`src/rtl/vector_mem_sequencer.sv`:
```
// Splits one VLEN-bit vector load/store into NBEATS MEM_W-bit memory beats. done pulses NBEATS+1 cycles after start at zero wait.
// Backpressure: each beat is held until mem_ack, and stall freezes the pipeline until the DONE cycle.
module vector_mem_sequencer #(
  parameter int VLEN   = 128,
  parameter int MEM_W  = 32,
  parameter int ADDR_W = 32
) (
  input  logic              clk,
  input  logic              rst_n,
  input  logic              start,
  input  logic              is_store,
  input  logic [ADDR_W-1:0] base_addr,
  input  logic [VLEN-1:0]   wdata_vec,
  output logic              stall,
  output logic              mem_req,
  output logic              mem_we,
  output logic [ADDR_W-1:0] mem_addr,
  output logic [MEM_W-1:0]  mem_wdata,
  input  logic [MEM_W-1:0]  mem_rdata,
  input  logic              mem_ack,
  output logic [VLEN-1:0]   rdata_vec,
  output logic              done,
  output logic              busy
);

  localparam int NBEATS = VLEN / MEM_W;
  localparam int BW     = (NBEATS > 1) ? $clog2(NBEATS) : 1;
  localparam int BYTES  = MEM_W / 8;

  typedef enum logic [1:0] {IDLE, XFER, DONE} state_t;

  state_t            state, state_nxt;
  logic [BW-1:0]     beat;
  logic              st_q;
  logic [ADDR_W-1:0] base_q;
  logic [VLEN-1:0]   wdata_q;
  logic              last_beat;
  logic [ADDR_W-1:0] beat_off;

  assign last_beat = (beat == BW'(NBEATS - 1));
  // Truncation to ADDR_W bits gives the modulo-2^ADDR_W wrap for free.
  assign beat_off  = ADDR_W'(beat) * ADDR_W'(BYTES);

  always_ff @(posedge clk) begin
    if (!rst_n) state <= IDLE;
    else        state <= state_nxt;
  end

  always_comb begin
    state_nxt = state;
    case (state)
      IDLE:    if (start) state_nxt = XFER;
      XFER:    if (mem_ack && last_beat) state_nxt = DONE;
      DONE:    state_nxt = IDLE;
      default: state_nxt = IDLE;
    endcase
  end

  always_comb begin
    stall     = 1'b0;
    mem_req   = 1'b0;
    mem_we    = 1'b0;
    mem_addr  = '0;
    mem_wdata = '0;
    done      = 1'b0;
    busy      = 1'b0;
    case (state)
      IDLE: stall = start;
      XFER: begin
        stall     = 1'b1;
        busy      = 1'b1;
        mem_req   = 1'b1;
        mem_we    = st_q;
        mem_addr  = base_q + beat_off;
        mem_wdata = wdata_q[beat*MEM_W +: MEM_W];
      end
      DONE: begin
        done = 1'b1;
        busy = 1'b1;
      end
      default: ;
    endcase
  end

  // Operands are captured only on an accepted start; start while busy never re-latches.
  always_ff @(posedge clk) begin
    if (!rst_n) begin
      beat      <= '0;
      st_q      <= 1'b0;
      base_q    <= '0;
      wdata_q   <= '0;
      rdata_vec <= '0;
    end else if (state == IDLE && start) begin
      beat    <= '0;
      st_q    <= is_store;
      base_q  <= base_addr;
      wdata_q <= wdata_vec;
    end else if (state == XFER && mem_ack) begin
      if (!st_q) rdata_vec[beat*MEM_W +: MEM_W] <= mem_rdata;
      beat <= beat + BW'(1);
    end
  end

endmodule

```
`config.mk`:
```
export PLATFORM = sky130hd
export DESIGN_NAME = vector_mem_sequencer
export DESIGN_NICKNAME = d
export VERILOG_FILES = /design/src/rtl/vector_mem_sequencer.sv
export SDC_FILE = /design/constraint.sdc
export NUM_CORES = 1
export LEC_CHECK = 0
export CAP_MARGIN = 20
export CORE_MARGIN = 1
export CORE_UTILIZATION = 28
export DETAILED_ROUTE_END_ITERATION = 10
export HOLD_SLACK_MARGIN = 0.1
export SLEW_MARGIN = 10
export SYNTH_ARGS = -nofsm -noshare
export SYNTH_HDL_FRONTEND = slang
export SYNTH_SLANG_ARGS = --single-unit
```
`constraint.sdc`:
```
create_clock -name clk -period 4.35 [get_ports clk]
set_input_delay 0.6525 -clock clk [delete_from_list [all_inputs] [get_ports clk]]
set_output_delay 0.6525 -clock clk [all_outputs]
set_load 0.03 [all_outputs]
```
==> results_dict.tcl <==
set metrics [dict create \
    status "finished, final reports clean" \
    fp.dieW_um 222 \
    synth_top_area_cell "dfxtp_1" \
    synth_common_cells "nand2_1 (595), dfxtp_1 (293), a21boi_0 (289), clkbuf_1 (113), or2_2 (106)" \
    vias 12200 \
    synth_edf_count 0 \
    synth_area_sq_mm 0.0135 \
    track_usage_pct 17.5 \
    rsz0062_at_grt "false" \
    p_sw_share_pct 26.0 \
    worst_pin_slew_ns 1.03 \
    pwr-share-comb_pct 14.3 \
    drt-initial-drc-count 590 \
    ys_types 41 \
    dr.pass1.iters 4 \
    post-route-drc-count 0 \
    cts_resized 0 \
    setup_tns_ns 0 \
    holdCritStartpoint "wdata_q[93]$_SDFFE_PN0P_" \
    hold_violations 0 \
    initial_core_util_pct 28.3 \
    routedWlPerCell_um 16.8 \
    fp-row-count 80 \
    clk_path_buf_depth 3 \
    fin_ws_ns 0.361 \
    synth_cells 1644 \
    root_buffer "clkbuf_16" \
    setup_viol_count_final 0 \
    clk_pin_slew_worst_paths_ns 0.06 \
    max-vdd-ir-drop_mv 0.264 \
    cap_violations 0 \
    multi_input_area_sq_mm 0.00717 \
    pre_cts_slack_ns 0.668 \
    ys_warn_count 0 \
    postSynthAreaPerCell_sq_um 8.23 \
    powerDensity_mw_per_mm2 361 \
    holdPathStages 2 \
    holdWs_ns 0.459 \
    switching_power_w 0.00179 \
    pwr-share-clk_pct 43.7 \
    ff2ff_path_depth 8 \
    syn_nets 1853 \
    slowest_delay_ns 0.72 \
    period_share_pct 91.7 \
    ff2ff_setup_slack_ns 1.23 \
    routabilityCongestion 0.820 \
    clock_skew_ns 0.0212 \
    crit_slowest_cell "clkdlybuf4s50_1" \
    ant_nets 0 \
    ys_seq_elements 293 \
    wl_um 43900 \
    design.core.area_sq_mm 0.0477 \
    r2r-end "rdata_vec[1]$_SDFFE_PN0P_" \
    rr_startpoint "beat[0]$_SDFFE_PP0P_" \
    drv_slew 0 \
    cts_sinks 293 \
    grt_pass1_wl_um 68500 \
    htreeDepth 2 \
    relSlewSlack_pct 31.0 \
    netlist_top_cells_area "dfxtp_1 (43%), nand2_1 (17%), a21boi_0 (16%), mux4_2 (5.3%), or2_2 (4.9%)" \
    worstSetupPathType "reg -> out" \
    num_io_pins 394 \
    path_max_fanout 16 \
    io_buffers 393 \
    synth_top_area_share_pct 43.4 \
    end_kind "output pin" \
    grt_max_degree 148 \
    grt_pass1_vias 12000 \
    die_area_sq_mm 0.0492 \
    holdCritPathClass "reg -> reg" \
    power_leakage_nw 6.45 \
    insertion_delay_ns 0.53 \
    synthArstFlopShare_pct 0 \
    cts_tree "done" \
    synth_most_common_cell "nand2_1" \
    cts_buffers 36 \
    cp-start-kind "flip-flop" \
    ys.flop_type "dfxtp_1" \
    pwr-share-seq_pct 42.0 \
    max_freq_mhz 251 \
    p_int_w 0.00512 \
    drive_gt1_share_pct 11.6 \
    routed_via_density 4.67 \
    worstPathCellList "ha_1 > a21o_1 > nand3_1 > or4_2 > a21oi_1 > clkdlybuf4s50_1" \
    min_period_ns 3.99 \
    antenna_found_initial 7 \
    synthToLayoutAreaGrowth_pct 41.4 \
    fillerInstances 4836 \
    synth_seq_area_share_pct 43.4 \
    ff_latch_area_sq_mm 0.00587 \
    post-route-util_pct 40.1 \
    num-nets-final 2180 \
    dp_hpwl_um 29700 \
    die_h_um 222 \
    cp_data_arrival_time_ns 3.34 \
    min_to "wdata_q[93]$_SDFFE_PN0P_" \
    overflow 0 \
    required_ns 3.70 \
]
kinds of logic after synthesis:
logic type	synth area share (%)
and+or+nand+nor	27.7
adders and majority gates	1.17
AOI/OAI and AO/OA	17.6
buffers and inverters	3.85
DFF	43.4
muxes	5.55
xor gates and xnor gates	0.712
metal layers:
layer	up-vias	GRT usage (%)	part of all wire (%)
met1	5742	21.2	43
met2	323	29.0	46
met5	-	0	0.068
met4	4	6.97	3.3
met3	83	5.45	7.3
li1	6035	-	-
placed cells by master (no fill, tap or decap), drive strengths merged, types with 4 or more instances in the layout:
cell	count
nand2	595
clkdlybuf4s50	392
dfxtp	293
a21boi	289
or2	129
clkbuf	50
and2	38
mux4	32
buf	24
a21oi	18
nand3	14
nor2	11
or4	11
ha	11
o31ai	10
xor2	8
inv	8
nand4	8
o21ai	7
or3	7
and4	5
clkinv	4
worst max path at each step:
| stage | to | startpoint | cells after the start |
|---|---|---|---|
| after floorplan | mem_addr[22] | beat[0]$_SDFFE_PP0P_ | 7 |
| after global placement | mem_addr[30] | base_q[2]$_SDFFE_PN0P_ | 7 |
| after detailed placement | mem_addr[26] | base_q[2]$_SDFFE_PN0P_ | 7 |
| after CTS | mem_addr[26] | base_q[2]$_SDFFE_PN0P_ | 7 |
| after global routing | mem_addr[19] | beat[1]$_SDFFE_PP0P_ | 6 |
| final | mem_addr[19] | beat[1]$_SDFFE_PP0P_ | 6 |
critical path: cells and delay by family (launching register included):
kind | cells | cell delay (ns)
AOI/OAI and AO/OA | 2 | 0.38
buffers and inverters | 1 | 0.72
DFF | 1 | 0.36
adders and majority gates | 1 | 0.28
and+or+nand+nor | 2 | 1.05
power groups by stage:
| stage | combinational [W] | clock, W | sequential [W] |
|---|---|---|---|
| detailed placement | 0.00101 | 0 | 0.00296 |
| CTS | 0.00101 | 0.00312 | 0.00291 |
| floorplan | 0.000534 | 0 | 0.00296 |
| finish | 0.000992 | 0.00302 | 0.00290 |
| global route | 0.00109 | 0.00323 | 0.00292 |
| global placement | 0.000998 | 0 | 0.00296 |
through the flow:
stage / total power (W) / std cells / instance area (sq um)
global route: 0.00724 / 2606 / 19100
finish: 0.00692 / 2607 / 19100
CTS: 0.00704 / 2604 / 19100
detailed placement: 0.00397 / 2547 / 18000
global placement: 0.00395 / 2547 / 18000
floorplan: 0.00349 / 1644 / 13500
area by class of cell:
cell class	count	share of cell area (%)
inverter	8	0.157
clock buffer	50	5.51
multi-input combinational	1216	37.5
timing repair buffer	416	21.5
antenna	2	0.0262
clock inverter	7	0.595
sequential	293	30.7
tap	615	4.02
state kept, by name (all words and copies together) (netlist names):
| signal | cells |
|---|---|
| base_q | 32 |
| rdata_vec | 128 |
| state | 2 |
| beat | 2 |
| wdata_q | 128 |
| st_q | 1 |
repair_timing:
action	CTS	global route
hold buffers	0	0
setup endpoints to repair	0	4
buffers inserted	0	1
No activity file was read; power rests on OpenSTA's default activity.
